`src/rtl/partition_sweep_checker_pkg.sv`:
```
// Shared types and helpers for the partition sweep checker.
// The TRACE state exists only when PSC_MISMATCH_TRACE_EN is defined.
package psc_pkg;

    localparam int DEF_NUM_IN  = 7;
    localparam int DEF_NUM_OUT = 4;
    localparam int DEF_SETTLE  = 1;

    localparam int NUM_VEC  = 2 ** DEF_NUM_IN;
    localparam int HAM_W    = DEF_NUM_IN + $clog2(DEF_NUM_OUT + 1);
    localparam int ERR_W    = DEF_NUM_IN + DEF_NUM_OUT;
    localparam int SETTLE_W = 4;
    localparam int POP_W    = 32;

    typedef enum logic [2:0] {
        S_IDLE,
        S_DRIVE,
        S_SETTLE,
        S_SAMPLE,
`ifdef PSC_MISMATCH_TRACE_EN
        S_TRACE,
`endif
        S_FINISH
    } state_t;

    function automatic logic [5:0] popcount(input logic [POP_W-1:0] x);
        logic [5:0] n;
        n = '0;
        for (int i = 0; i < POP_W; i++) begin
            n = n + 6'(x[i]);
        end
        return n;
    endfunction

endpackage

```
`src/rtl/partition_sweep_checker_err_calc.sv`:
```
// Per-vector error terms: absolute difference, Hamming distance and mismatch flag.
module psc_err_calc
    import psc_pkg::*;
#(
    parameter int NUM_OUT = DEF_NUM_OUT
) (
    input  logic [NUM_OUT-1:0]               po_exact,
    input  logic [NUM_OUT-1:0]               po_approx,
    output logic [NUM_OUT-1:0]               d,
    output logic [$clog2(NUM_OUT+1)-1:0]     h,
    output logic                             mismatch
);

    localparam int DHW = $clog2(NUM_OUT + 1);

    logic [NUM_OUT:0] raw;

    // One extra bit so the sign survives; the magnitude always fits NUM_OUT bits.
    assign raw      = {1'b0, po_exact} - {1'b0, po_approx};
    assign d        = raw[NUM_OUT] ? NUM_OUT'(-raw) : raw[NUM_OUT-1:0];
    assign h        = DHW'(popcount(POP_W'(po_exact ^ po_approx)));
    assign mismatch = (po_exact != po_approx);

endmodule

```
`config.mk`:
```
export PLATFORM = sky130hd
export DESIGN_NAME = psc_err_calc
export DESIGN_NICKNAME = d
export VERILOG_FILES = /design/src/rtl/partition_sweep_checker_pkg.sv /design/src/rtl/partition_sweep_checker_err_calc.sv
export SDC_FILE = /design/constraint.sdc
export NUM_CORES = 1
export LEC_CHECK = 0
export CAP_MARGIN = 20
export CORE_AREA = 2 2 39 41
export DETAILED_ROUTE_END_ITERATION = 12
export DIE_AREA = 0 0 41 43
export GPL_TIMING_DRIVEN = 0
export PLACE_DENSITY = 0.48
export SYNTH_ARGS = -nofsm -noshare
export SYNTH_HDL_FRONTEND = slang
export SYNTH_SLANG_ARGS = --single-unit
```
`constraint.sdc`:
```
create_clock -name vclk -period 2.4
set_clock_uncertainty 0.05 [all_clocks]
set_input_delay 0.24 -clock vclk [all_inputs]
set_output_delay 0.24 -clock vclk [all_outputs]
set_load 0.05 [all_outputs]
```
* Word level (Yosys, flattened, before mapping) *
Index checks and enable logic that the tools add are counted.

storage, ports and cells
  register bits after elaboration = 0
  input bits = 8
  output and inout port bits = 8
  word-level logic and storage cells = 36

cells by class
  $add $sub $neg = 33
  equal/unequal tests = 1
  muxes and demuxes = 1
  bitwise logic cells = 1

operators by type and width
  kind                                                            number
  3-bit by 1-bit adder with 3-bit output (second input constant)  28
  4-bit by 4-bit subtractor with 5-bit output                     1
  4-bit two-way mux                                               1
  4-bit != test                                                   1
  4-bit negator                                                   1
  4-bit bitwise XOR                                               1
  2-bit by 1-bit adder with 3-bit output                          1
  3-bit by 1-bit adder with 3-bit output                          1
  1-bit by 1-bit adder with 2-bit output                          1

* Logic depth before layout (Yosys ltp) *
Gate-level depths: netlist of run 1.

  depth after elaboration = 32
  depth in mapped cells = 7
  gate-level depth less buffers = 7

* Worst setup path after synthesis of run 1 *
OpenSTA, ideal clock, no wires.

  path kind = input to output
  start = in po_exact[0]
  end = out d[2]
  arrival time = 2.054 ns
  data required time = 2.110 ns
  setup slack = 0.056 ns
  stages on the path = 7
  buffers on the path = 0
  cells stage by stage = inv_1 ha_1 fa_1 nor2b_1 o21ai_2 nor3b_2 xnor2_1

between the ends
  word-level cells in the longest chain between the ends = 3

ends and longest elaborated chain
  element                                          RTL line                                source
  start, declared                                  partition_sweep_checker_err_calc.sv:7   input logic [NUM_OUT-1:0] po_exact,
  4-bit by 4-bit subtractor with 5-bit output (*)  partition_sweep_checker_err_calc.sv:19  assign raw = {1'b0, po_exact} - {1'b0, po_approx};
  4-bit negator                                    partition_sweep_checker_err_calc.sv:20  assign d = raw[NUM_OUT] ? NUM_OUT'(-raw) : raw[NUM_OUT-1:0];
  4-bit two-way mux (*)                            partition_sweep_checker_err_calc.sv:20
  end, declared                                    partition_sweep_checker_err_calc.sv:9   output logic [NUM_OUT-1:0] d,

Mark *: on every way between the ends. The rest lies on a longest branch, timed or not.

* Final worst setup path of run 1 *
  start = in po_approx[1]
  end = out h[1]

between the ends
  word-level cells in the longest chain between the ends = 32

ends and longest elaborated chain
  element                                                RTL line                                source
  start, declared                                        partition_sweep_checker_err_calc.sv:8   input logic [NUM_OUT-1:0] po_approx,
  4-bit bitwise XOR                                      partition_sweep_checker_err_calc.sv:21  assign h = DHW'(popcount(POP_W'(po_exact ^ po_approx)));
  1-bit by 1-bit adder with 2-bit output                 partition_sweep_checker_pkg.sv:30       n = n + 6'(x[i]);
  2-bit by 1-bit adder with 3-bit output                 partition_sweep_checker_pkg.sv:30
  3-bit by 1-bit adder with 3-bit output (29 in series)  partition_sweep_checker_pkg.sv:30
  end, declared                                          partition_sweep_checker_err_calc.sv:10  output logic [$clog2(NUM_OUT+1)-1:0] h,

No other way between the ends.

==> results of run 1 <==
-- final timing paths --
check | cells after the start | endpoint | slack, ns | startpoint
max | 8 | h[1] | 0.12 | po_approx[1]
min | 5 | d[2] | 1.14 | po_exact[3]
-- worst max-delay path: cells and delay by family --
family | cells | cell delay, ns
buffers and inverters | 4 | 0.55
adder cells (fa/ha/maj) | 4 | 1.20
-- layout make-up --
| class | count | share of cell area (%) |
|---|---|---|
| inverters | 10 | 7.79 |
| well taps | 16 | 4.16 |
| repair buffers | 18 | 31.7 |
| multi-input cells | 24 | 56.4 |
-- cells in the mapped netlist, drive strengths merged (2+ instances only) --
master / n / share of area (%)
ha: 7 / 32
xor2: 2 / 6.5
inv: 10 / 14
o21ai: 2 / 5.1
a21oi: 2 / 3.7
fa: 2 / 15
nand3: 2 / 3.7
xnor2: 2 / 6.5
-- through the flow --
step	std cells	instance area [sq um]
6_report	68	482
2_1_floorplan	34	272
5_1_grt	68	482
3_3_place_gp	66	452
3_5_place_dp	66	452
4_1_cts	68	482
-- power breakdown --
group	internal (mW)	switching, mW	leakage, nW	total [mW]
Combinational	0.0995	0.187	0.241	0.287
Sequential	0	0	0	0
Clock	0	0	0	0
Total	0.0995	0.187	0.241	0.287
-- kinds of logic after synthesis --
| family | synth area share [%] |
|---|---|
| and+or+nand+nor | 14.3 |
| adders and majority gates | 47.0 |
| xor gates and xnor gates | 12.9 |
| AOI/OAI and AO/OA | 12.0 |
| buffers and inverters | 13.8 |
-- layer usage --
metal	part of all wire, %	routed length (um)	up-vias	global-route usage (%)
met3	11	60	0	1.05
li1	-	-	148	-
met1	47	267	114	10.9
met4	0	0	0	0
met5	0	0	-	0
met2	42	238	12	11.9
-- repair_timing --
| item | CTS | global route |
|---|---|---|
| setup endpoints to repair | 6 | 0 |
| setup buffers | 2 | 0 |
| resized for setup | 43 | 0 |
==> metrics.cfg, run 1 <==
[route]
drc = 0
first_pass_iters = 4
vias = 274
routed_wl_um = 566
drtIter0Drc = 3
ant_nets = 0
wl_per_cell_um = 8.32
vias_per_cell = 4.03

[global_routing]
grt_max_degree = 7
grt_usage_pct = 7.41
grt_pass1_vias = 265
gr-total-overflow = 0
antenna_found_initial = 0
grt_pass1_wl_mm = 1.00

[final_layout]
final_nets = 71
regArea_sq_um = 0
multi_input_area_sq_um = 272
final_core_util_pct = 34.8
final_cell_mix = inv_1 (8), dlygate4sd2_1 (6), ha_1 (4), clkdlybuf4s50_1 (4)
nFillCells = 149
layout_commonest_cell = inv_1
seq_cells = 0
clkbuf_count = 0
n_antenna_cell = 0
area_delta_synth_final_pct = 77.4
drive_above_1_share_pct = 30.8

[logic_synthesis]
synth_cell_types = 14
seq_area_frac_synth_pct = 0
syn-num-nets = 51
syn-mean-instance-area_sq_um = 7.99
ys_warn_count = 0
synthCells = 34
synth_area_sq_um = 272

[timing]
fin_hold_ws_ns = 1.14
slew_headroom_pct = 66.7
min_period_over_period_pct = 94.9
max_freq_mhz = 439
min_period_ns = 2.28
worst_pin_slew_ns = 0.499
rsz0062_at_grt = no
final.setup.worst_slack_ns = 0.123
hold_violations = 0
fin_tns_setup_ns = 0
setup_viol = 0
slew_viol_final = 0

[setup_path]
crit_chain = dlygate4sd2_1 -> inv_1 -> ha_4 -> fa_1 -> inv_1 -> ha_1 -> ha_1 -> buf_6
crit_type = in2out
max_stage_delay_ns = 0.50
cp.required_ns = 2.11
cp-start-kind = input port
crit_slowest_cell = fa_1
cp-end-kind = output port
path_max_fanout = 3
critPathArrivalTime_ns = 1.99

[floorplanning]
rows = 14
die_area_sq_um = 1760
ios = 16
die_h_um = 43
start_util_pct = 19.6
die_w_um = 41
core_area_sq_um = 1380

[power]
vdd_drop_max_uv = 281
totalPowerFinal_mw = 0.287
p_leak_nw = 0.241
powerDensity_nw_per_um2 = 596

[flow_run]
drv_cap = 0

[clock_network]
cts.hold.buffers_added = 0

[place]
gp_congestion = 0.726
dp_slack_ns = -0.863
numPortBuffers = 16

[status]
outcome = finished clean

[hold_path]
hold_class = in2out

Note: power is estimated with default switching activity, not from simulation.
==> inputs of run 2 (changes only) <==
==> constraint.sdc (replaced) <==
create_clock -name vclk -period 2.6
set_clock_uncertainty 0.05 [all_clocks]
set_input_delay 0.26 -clock vclk [all_inputs]
set_output_delay 0.26 -clock vclk [all_outputs]
set_load 0.05 [all_outputs]
==> metrics.cfg, run 2 (same netlist as run 1, synthesis figures left out) <==
[status]
outcome = finished clean

[final_layout]
final_nets = 69
drive_above_1_share_pct = 24.0
final_core_util_pct = 34.0
layout_commonest_cell = inv_1
n_antenna_cell = 0
area_delta_synth_final_pct = 73.3
instances_no_fill = 66
final_cell_mix = inv_1 (10), clkdlybuf4s50_1 (9), ha_1 (4), buf_2 (4), ha_4 (3)
clkbuf_count = 0
regArea_sq_um = 0
seq_cells = 0
final_area_sq_um = 470

[timing]
fin_hold_ws_ns = 1.24
hold_violations = 0
min_period_ns = 2.52
min_period_over_period_pct = 97.0
fin_tns_setup_ns = 0
setup_viol = 0
worst_pin_slew_ns = 0.498
rsz0062_at_grt = no
slew_viol_final = 0
max_freq_mhz = 397
final.setup.worst_slack_ns = 0.0780
slew_headroom_pct = 66.7

[floorplanning]
die_area_sq_um = 1760
rows = 14
ios = 16
start_util_pct = 19.6
core_area_sq_um = 1380
die_h_um = 43
die_w_um = 41

[hold_path]
hold_start = po_approx[1]
holdPathStages = 6
holdPathEnd = d[3]
hold_class = in2out

[place]
post-place-cells = 66
dpl_cell_area_sq_um = 452
gp_congestion = 0.726
numPortBuffers = 16
dp_slack_ns = -0.703

[power]
pwr-share-clk_pct = 0
totalPowerFinal_mw = 0.259
pwr-share-comb_pct = 100.0
vdd_drop_max_uv = 259
internal_power_mw = 0.0879
p_sw_mw = 0.171
p_leak_nw = 0.234
powerDensity_nw_per_um2 = 551
seqPwrFrac_pct = 0
switching_share_pct = 66.1

[setup_path]
cp.required_ns = 2.29
critPathArrivalTime_ns = 2.21
cp-end-kind = output port
path_max_fanout = 5
crit_type = in2out
cp-start-kind = input port

[flow_run]
drv_cap = 0

[route]
wl_per_cell_um = 8.38
routed_wl_um = 553
drc = 0
vias = 264
ant_nets = 0
vias_per_cell = 4.00
drtIter0Drc = 1
first_pass_iters = 4

[global_routing]
gr-total-overflow = 0
grt_pass1_wl_um = 966
grt_max_degree = 7
antenna_found_initial = 0
grt_usage_pct = 7.21
grt_pass1_vias = 252

[clock_network]
cts.hold.buffers_added = 0

-- run 2: cell types whose count changed in the layout (fill, tap and decap cells not counted), sizes merged --
cell,previous run,this run
clkdlybuf4s50,4,9
clkbuf,0,1
buf,7,5
clkdlybuf4s15,1,0
dlymetal6s2s,0,1
dlygate4sd2,6,0
-- run 2: worst max-delay path by stage --
stage,startpoint,end,slack [ns],cells past startpoint
2_1_floorplan,po_exact[0],d[2],0.22,7
3_3_place_gp,po_exact[0],h[1],-0.69,8
3_5_place_dp,po_exact[0],h[1],-0.70,8
4_1_cts,po_exact[0],d[3],0.01,9
5_1_grt,po_exact[0],h[1],0.01,8
6_report,po_exact[0],h[1],0.08,8
-- run 2: critical path, stage by stage --
cell,delay [ns]
clkdlybuf4s50_1,0.45
inv_1,0.06
ha_4,0.24
fa_1,0.53
inv_1,0.04
ha_1,0.19
ha_1,0.28
buf_6,0.15
-- run 2: power by group through the flow --
stage	logic (mW)	registers, mW	clock network [mW]
after floorplan	0.196	0	0
after global placement	0.271	0	0
after detailed placement	0.270	0	0
after CTS	0.267	0	0
after global routing	0.279	0	0
final	0.259	0	0
-- run 2: area by class of cell --
type | instances | area [sq um]
Inverter | 10 | 37.5
Timing Repair Buffer | 16 | 141
Multi-Input combinational cell | 24 | 272
Tap cell | 16 | 20.0
Fill cell | 150 | 913
-- run 2: repair_timing --
item                                    in CTS  in global routing
pin swaps                                    0                  1
endpoints found under the setup margin       6                  4
gates cloned                                 0                  0
gates resized for setup                     32                  6
buffers inserted                             0                  0
-- run 2: metal layers --
layer	up-vias	GRT usage, %	part of all wire [%]
li1	143	-	-
met1	107	10.5	47
met2	14	11.6	42
met3	0	1.05	11
met4	0	0	0
met5	-	0	0
